### src/rtl/alu_pkg.sv
// Shared widths and encodings for the operand-issue stage and the ALU it feeds.
package alu_pkg;

  localparam int DW   = 32;
  localparam int AW   = 5;
  localparam int NREG = 32;

  typedef enum logic [1:0] {
    OP_AND  = 2'b00,
    OP_OR   = 2'b01,
    OP_ADD  = 2'b10,
    OP_ZERO = 2'b11
  } alu_op_e;

  typedef enum logic {
    ISS_EMPTY = 1'b0,
    ISS_FULL  = 1'b1
  } iss_state_e;

endpackage

### src/rtl/regfile_issue_if.sv
// Decode-side, ALU-side and write-back signals of the operand-issue stage.
interface regfile_issue_if #(
  parameter int DW = alu_pkg::DW,
  parameter int AW = alu_pkg::AW
);

  logic          dec_valid;
  logic          dec_ready;
  logic [AW-1:0] dec_rs1;
  logic [AW-1:0] dec_rs2;
  logic [AW-1:0] dec_rd;
  logic [1:0]    dec_op;
  logic          dec_bi;

  logic          alu_valid;
  logic          alu_ready;
  logic [DW-1:0] alu_in1;
  logic [DW-1:0] alu_in2;
  logic [1:0]    alu_op;
  logic          alu_bi;
  logic [AW-1:0] alu_rd;

  logic          wb_en;
  logic [AW-1:0] wb_addr;
  logic [DW-1:0] wb_data;

  // slave is the issue stage itself; master is its environment
  modport slave (
    input  dec_valid, dec_rs1, dec_rs2, dec_rd, dec_op, dec_bi,
    output dec_ready,
    output alu_valid, alu_in1, alu_in2, alu_op, alu_bi, alu_rd,
    input  alu_ready,
    input  wb_en, wb_addr, wb_data
  );

  modport master (
    output dec_valid, dec_rs1, dec_rs2, dec_rd, dec_op, dec_bi,
    input  dec_ready,
    input  alu_valid, alu_in1, alu_in2, alu_op, alu_bi, alu_rd,
    output alu_ready,
    output wb_en, wb_addr, wb_data
  );

endinterface

### src/rtl/regfile_2r1w.sv
// 2-read/1-write register file; register 0 is hard zero, reads bypass the
// concurrent write-back so new data is visible in the cycle it is written.
module regfile_2r1w
  import alu_pkg::*;
#(
  parameter int DW   = alu_pkg::DW,
  parameter int AW   = alu_pkg::AW,
  parameter int NREG = alu_pkg::NREG
) (
  input  logic          clk,
  input  logic          reset,
  input  logic [AW-1:0] rs1_i,
  input  logic [AW-1:0] rs2_i,
  input  logic          wb_en_i,
  input  logic [AW-1:0] wb_addr_i,
  input  logic [DW-1:0] wb_data_i,
  output logic [DW-1:0] rd1_o,
  output logic [DW-1:0] rd2_o
);

  logic [DW-1:0] mem_q [NREG];

  always_ff @(posedge clk or posedge reset) begin
    if (reset) begin
      for (int i = 0; i < NREG; i++) mem_q[i] <= '0;
    end else if (wb_en_i && (wb_addr_i != '0)) begin
      mem_q[wb_addr_i] <= wb_data_i;
    end
  end

  // Zero check first so a write-back aimed at r0 never leaks through the bypass
  always_comb begin
    rd1_o = mem_q[rs1_i];
    if (rs1_i == '0)                         rd1_o = '0;
    else if (wb_en_i && (wb_addr_i == rs1_i)) rd1_o = wb_data_i;
  end

  always_comb begin
    rd2_o = mem_q[rs2_i];
    if (rs2_i == '0)                         rd2_o = '0;
    else if (wb_en_i && (wb_addr_i == rs2_i)) rd2_o = wb_data_i;
  end

endmodule

### src/rtl/regfile_issue.sv
// Operand-issue stage: register file read, pending-write scoreboard, hazard
// stall and a one-entry issue register handshaking with the ALU.
module regfile_issue
  import alu_pkg::*;
#(
  parameter int DW   = alu_pkg::DW,
  parameter int AW   = alu_pkg::AW,
  parameter int NREG = alu_pkg::NREG
) (
  input  logic            clk,
  input  logic            reset,
  regfile_issue_if.slave  bus
);

  logic [DW-1:0]   rd1, rd2;
  logic [NREG-1:0] pending_q, pending_d;
  iss_state_e      state_q, state_d;
  logic [DW-1:0]   in1_q, in2_q;
  logic [1:0]      op_q;
  logic            bi_q;
  logic [AW-1:0]   rd_q;
  logic            hazard, issue_free, accept;

  regfile_2r1w #(.DW(DW), .AW(AW), .NREG(NREG)) u_rf (
    .clk       (clk),
    .reset     (reset),
    .rs1_i     (bus.dec_rs1),
    .rs2_i     (bus.dec_rs2),
    .wb_en_i   (bus.wb_en),
    .wb_addr_i (bus.wb_addr),
    .wb_data_i (bus.wb_data),
    .rd1_o     (rd1),
    .rd2_o     (rd2)
  );

  // A pending register stops being a hazard in the cycle its write-back arrives
  function automatic logic src_hz(input logic [NREG-1:0] pend, input logic [AW-1:0] r,
                                  input logic we, input logic [AW-1:0] wa);
    return pend[r] && !(we && (wa == r));
  endfunction

  always_comb begin
    hazard = src_hz(pending_q, bus.dec_rs1, bus.wb_en, bus.wb_addr)
           | src_hz(pending_q, bus.dec_rs2, bus.wb_en, bus.wb_addr)
           | src_hz(pending_q, bus.dec_rd,  bus.wb_en, bus.wb_addr);
  end

  assign issue_free    = (state_q == ISS_EMPTY) || bus.alu_ready;
  assign bus.dec_ready = issue_free && !hazard;
  assign accept        = bus.dec_valid && bus.dec_ready;

  // Clear before set so a same-edge write-back never hides a new claim
  always_comb begin
    pending_d = pending_q;
    if (bus.wb_en)                        pending_d[bus.wb_addr] = 1'b0;
    if (accept && (bus.dec_rd != '0))     pending_d[bus.dec_rd]  = 1'b1;
    pending_d[0] = 1'b0;
  end

  always_comb begin
    state_d = state_q;
    case (state_q)
      ISS_EMPTY: if (accept) state_d = ISS_FULL;
      ISS_FULL:  if (bus.alu_ready && !accept) state_d = ISS_EMPTY;
      default:   state_d = ISS_EMPTY;
    endcase
  end

  always_ff @(posedge clk or posedge reset) begin
    if (reset) begin
      state_q   <= ISS_EMPTY;
      pending_q <= '0;
    end else begin
      state_q   <= state_d;
      pending_q <= pending_d;
    end
  end

  // Operands are frozen at accept; later write-backs never touch them
  always_ff @(posedge clk or posedge reset) begin
    if (reset) begin
      in1_q <= '0;
      in2_q <= '0;
      op_q  <= '0;
      bi_q  <= 1'b0;
      rd_q  <= '0;
    end else if (accept) begin
      in1_q <= rd1;
      in2_q <= rd2;
      op_q  <= bus.dec_op;
      bi_q  <= bus.dec_bi;
      rd_q  <= bus.dec_rd;
    end
  end

  assign bus.alu_valid = (state_q == ISS_FULL);
  assign bus.alu_in1   = in1_q;
  assign bus.alu_in2   = in2_q;
  assign bus.alu_op    = op_q;
  assign bus.alu_bi    = bi_q;
  assign bus.alu_rd    = rd_q;

endmodule
### src/flat_wrapper.sv
// flat-port wrapper written by rule: the top's interface ports become plain ports
module regfile_issue_flat import alu_pkg::*;
#(
  parameter int DW   = alu_pkg::DW,
  parameter int AW   = alu_pkg::AW,
  parameter int NREG = alu_pkg::NREG
)
  (clk, reset, bus_dec_valid, bus_dec_rs1, bus_dec_rs2, bus_dec_rd, bus_dec_op, bus_dec_bi, bus_dec_ready, bus_alu_valid, bus_alu_in1, bus_alu_in2, bus_alu_op, bus_alu_bi, bus_alu_rd, bus_alu_ready, bus_wb_en, bus_wb_addr, bus_wb_data);
  regfile_issue_if #(.DW(DW), .AW(AW)) bus_i ();
  input  logic clk;
  input  logic reset;
  input wire logic [$bits(bus_i.dec_valid)-1:0] bus_dec_valid;
  input wire logic [$bits(bus_i.dec_rs1)-1:0] bus_dec_rs1;
  input wire logic [$bits(bus_i.dec_rs2)-1:0] bus_dec_rs2;
  input wire logic [$bits(bus_i.dec_rd)-1:0] bus_dec_rd;
  input wire logic [$bits(bus_i.dec_op)-1:0] bus_dec_op;
  input wire logic [$bits(bus_i.dec_bi)-1:0] bus_dec_bi;
  output wire logic [$bits(bus_i.dec_ready)-1:0] bus_dec_ready;
  output wire logic [$bits(bus_i.alu_valid)-1:0] bus_alu_valid;
  output wire logic [$bits(bus_i.alu_in1)-1:0] bus_alu_in1;
  output wire logic [$bits(bus_i.alu_in2)-1:0] bus_alu_in2;
  output wire logic [$bits(bus_i.alu_op)-1:0] bus_alu_op;
  output wire logic [$bits(bus_i.alu_bi)-1:0] bus_alu_bi;
  output wire logic [$bits(bus_i.alu_rd)-1:0] bus_alu_rd;
  input wire logic [$bits(bus_i.alu_ready)-1:0] bus_alu_ready;
  input wire logic [$bits(bus_i.wb_en)-1:0] bus_wb_en;
  input wire logic [$bits(bus_i.wb_addr)-1:0] bus_wb_addr;
  input wire logic [$bits(bus_i.wb_data)-1:0] bus_wb_data;
  assign bus_i.dec_valid = bus_dec_valid;
  assign bus_i.dec_rs1 = bus_dec_rs1;
  assign bus_i.dec_rs2 = bus_dec_rs2;
  assign bus_i.dec_rd = bus_dec_rd;
  assign bus_i.dec_op = bus_dec_op;
  assign bus_i.dec_bi = bus_dec_bi;
  assign bus_dec_ready = bus_i.dec_ready;
  assign bus_alu_valid = bus_i.alu_valid;
  assign bus_alu_in1 = bus_i.alu_in1;
  assign bus_alu_in2 = bus_i.alu_in2;
  assign bus_alu_op = bus_i.alu_op;
  assign bus_alu_bi = bus_i.alu_bi;
  assign bus_alu_rd = bus_i.alu_rd;
  assign bus_i.alu_ready = bus_alu_ready;
  assign bus_i.wb_en = bus_wb_en;
  assign bus_i.wb_addr = bus_wb_addr;
  assign bus_i.wb_data = bus_wb_data;
  regfile_issue #(.DW(DW), .AW(AW), .NREG(NREG)) u_core (.clk(clk), .reset(reset), .bus(bus_i));
endmodule
### config.mk
export PLATFORM = sky130hd
export DESIGN_NAME = regfile_issue_flat
export DESIGN_NICKNAME = d
export VERILOG_FILES = /design/src/rtl/alu_pkg.sv /design/src/rtl/regfile_issue_if.sv /design/src/rtl/regfile_2r1w.sv /design/src/rtl/regfile_issue.sv /design/src/flat_wrapper.sv
export SDC_FILE = /design/constraint.sdc
export NUM_CORES = 2
export LEC_CHECK = 0
export CAP_MARGIN = 20
export CELL_PAD_IN_SITES_DETAIL_PLACEMENT = 1
export CELL_PAD_IN_SITES_GLOBAL_PLACEMENT = 1
export CORE_MARGIN = 1
export CORE_UTILIZATION = 35
export DETAILED_ROUTE_END_ITERATION = 10
export GPL_ROUTABILITY_DRIVEN = 0
export GPL_TIMING_DRIVEN = 0
export PLACE_DENSITY_LB_ADDON = 0.1
export SETUP_SLACK_MARGIN = 0.15
export SKIP_LAST_GASP = 1
export SLEW_MARGIN = 20
export SYNTH_ARGS = -nofsm -noshare
export SYNTH_HDL_FRONTEND = slang
export SYNTH_SLANG_ARGS = --single-unit
### constraint.sdc
create_clock -name clk -period 74.2 [get_ports clk]
set_clock_uncertainty 0.2 [all_clocks]
set_input_delay 14.84 -clock clk [delete_from_list [all_inputs] [get_ports clk]]
set_output_delay 14.84 -clock clk [all_outputs]
set_load 0.01 [all_outputs]
==> summary.md <==
| Metric | Value |
|---|---|
| Fin nets | 4303 |
| Area delta synth->final | 18.6% |
| PwrDens | 28.5 nW/um2 |
| Final Non-Filler Cells | 6564 |
| Asr flop ratio synth | 100% |
| Yosys reg bits | 1128 |
| Avg WL per Cell | about 47 um |
| Relative slew slack | 12.1% |
| Leak | 29.9 nW |
| FF/Latch Area | around 28000 um2 |
| R2R depth | 7 |
| DR DRC count | 0 |
| Initial antenna violation count | 20 |
| Min-Delay Endpoint | u_core.u_rf.mem_q[1003]$_DFFE_PP0P_ |
| Reg-to-reg startpoint | u_core.pending_q[11]$_DFF_PP0_ |
| Hpwl dp | 207 mm |
| RSZ-0062 raised after global routing | false |
| Final Hold Vio Count | 0 |
| Initial Util | between 30% and 40% |
| Area contributors post-synth | dfrtp_1, mux4_2, mux2_2, mux2i_1, clkbuf_1 |
| FMAX | just under 0.03 GHz |
| Site row count | 150 |
| Worst setup SP type | primary input |
| Post-route ant nets | 0 |
| Synth Instances | 3885 |
| Reg clk slew, reported paths | around 0.060 ns |
| Crit path required time | ~59 ns |
| CTS HTree Levels | 4 |
| Setup CP Type | in -> out |
| Ports | 134 |
| Area leader, netlist | dfrtp_1 |
| Syn Nets | 3945 |
| Global-route wire length before repair | 409 mm |
| Port Buf Inserts | 122 |
| # Max-Cap Violations | 0 |
| Path category of the worst min-delay check | reg -> reg |
| Total grt overflow | 0 |
| First-pass DRT Iterations | 8 |
| Worst r2r dst | u_core.bus.alu_in2[4]$_DFFE_PP0P_ |
| Syn_area_per_cell | roughly 15 um2 |
| Peak VDD IR | 0.0148 mV |
| WHS Path Cells | 1 |
| Hold_buf cts | 0 |
| Synthesis Warnings | 0 |
| Total track usage | 35.7% |
| Commonest non-fill, non-tap cell in the layout | dfrtp_1 |
| CP Data Arrival Time | approximately 19 ns |
| Max-slew violations | 0 |
| Fillers | around 17000 |
| CTS root buf | clkbuf_16 |
| # setup viols final | 0 |
| Clk_lat worst skew | between 0.8 and 0.9 ns |
| R2r setup slk | 70.36 ns |
| Yosys cell types | 49 |
| Status | complete, no violations |
| Post-cts resize count | 0 |
| Final setup TNS | 0 ns |
| Post CTS Setup Buffer Count | 0 |
| Share of Yosys cell area claimed by the top area cell type | between 40% and 50% |
| Synth Cell Area | a little under 60000 um2 |
| Top FF cell, synth | dfrtp_1 |
| Vias post-DR | 43017 |
| Final Total Pwr | about 2 mW |
| Post-synth EDFFs | 0 |
| Crit path max fanout | 10 |
| Die span in x | 414 um |
| Clock buffer count from CTS | 140 |
| CTS tree | done |
| Register area share after synthesis | 47.5% |
| Clk sinks | between 1000 and 1500 |
| Cells after DPL | 6305 |
| Crit share post-route | between 40% and 50% |
| Endpoint class of the critical path | output port |
| Min Tclk post-route | 33.76 ns |
| Vias per Instance | 6.55 |
| Measured slew at the worst slew-check pin | 1.32 ns |
| Routed Wire Length | 306 mm |
| Most frequent cells in the layout | dfrtp_1, mux2_2, mux4_2 |
| Detailed Route Iter0 Violations | around 5800 |
| Layout cell share with drive strength beyond 1 | 50.4% |
| Die footprint | 171000 um2 |
| Die Height | a little over 400 um |
| Multi-input gate area | 29200 um2 |
| Hold_sp | u_core.u_rf.mem_q[1003]$_DFFE_PP0P_ |
| Maximum clock path buffer count | 3 |
| Largest net degree at the start of global routing | 94 |
| Core footprint | 168000 um2 |
| Vias in the first global route | 42935 |
critical path: stages:
cell and delay [ns]:
clkbuf_1 0.39, clkinv_1 1.04, nand2_1 0.94, nor3_1 0.14, a211oi_1 0.43, o22ai_2 0.18, nor3_1 0.17, clkdlybuf4s50_1 0.57
report_power, final:
group	switching, mW	internal, mW	total (mW)
Clock	0.292	0.409	0.701
Combinational	0.211	0.262	0.472
Sequential	0.0944	0.742	0.836
Total	0.597	1.41	2.01
cell type report:
cell class	instances	area share (%)
Multi-Input combinational cell	2270	41.5
Inverter	43	0.240
Timing Repair Buffer	216	4.95
Clock buffer	220	5.90
Antenna cell	6	0.0213
Sequential cell	1128	40.0
Clock inverter	33	0.540
Tap cell	2204	3.91
Buffer	444	2.94
registers in the layout (all words and copies together), names as in the netlist:
register,flops
u_core.pending_q,31
u_core.bus.alu_bi,1
u_core.bus.alu_op,2
u_core.bus.alu_valid,1
u_core.bus.alu_in2,32
u_core.bus.alu_in1,32
u_core.u_rf.mem_q,1024
u_core.bus.alu_rd,5
cell usage after synthesis (5+ instances only):
cell type,instances
a211oi_1,23
a21oi_1,48
a221oi_1,57
a222oi_1,17
a22oi_1,21
a311oi_1,5
a31oi_1,6
a32o_1,31
buf_1,64
buf_2,72
buf_4,20
clkbuf_1,287
dfrtp_1,1128
inv_1,41
mux2_1,7
mux2_2,1043
mux2i_1,144
mux4_2,561
nand2_1,79
nand3_1,27
nor2_1,48
nor2b_1,22
nor3_1,8
nor3b_1,6
o21ai_0,35
o221ai_1,19
o22ai_1,10
xor2_1,12
worst max path at each step:
stage,from,to,slack (ns),cells after the start
detailed placement,bus_dec_rs1[4],bus_dec_ready,40.77,8
CTS,bus_dec_rs1[4],bus_dec_ready,40.76,8
global placement,reset,u_core.u_rf.mem_q[609]$_DFFE_PP0P_,10.62,2
floorplan,reset,u_core.bus.alu_bi$_DFFE_PP0P_,27.39,1
finish,bus_dec_rs1[4],bus_dec_ready,40.44,8
global route,bus_dec_rs1[4],bus_dec_ready,40.54,8
cells by family after synthesis:
family | after synthesis | synth area share [%]
simple gates | 219 | 1.77
flops | 1128 | 47.5
mux | 1755 | 43.6
xor+xnor | 15 | 0.221
compound gates | 281 | 3.56
buf+inv | 487 | 3.37
layer usage:
layer	part of all wire, %	routed length (um)	global-route usage (%)	up-vias
met3	9.8	29900	10.1	682
met1	41	124000	48.1	23974
li1	-	-	-	15851
met4	6.5	20000	20.2	8
met5	0.013	40	0	-
met2	43	132000	51.8	2502
stage by stage:
step           utilization [%]  area, um2  setup slack [ns]  hold slack, ns
5_1_grt                   42.0      70500             40.54           0.307
2_1_floorplan                -      59400             27.39           0.241
6_report                  42.0      70500             40.44           0.279
4_1_cts                   42.0      70500             40.76           0.281
3_5_place_dp              39.3      65900             40.77           0.269
3_3_place_gp              37.8      63400             10.62           0.254
Note: power is estimated with default switching activity, not from simulation.
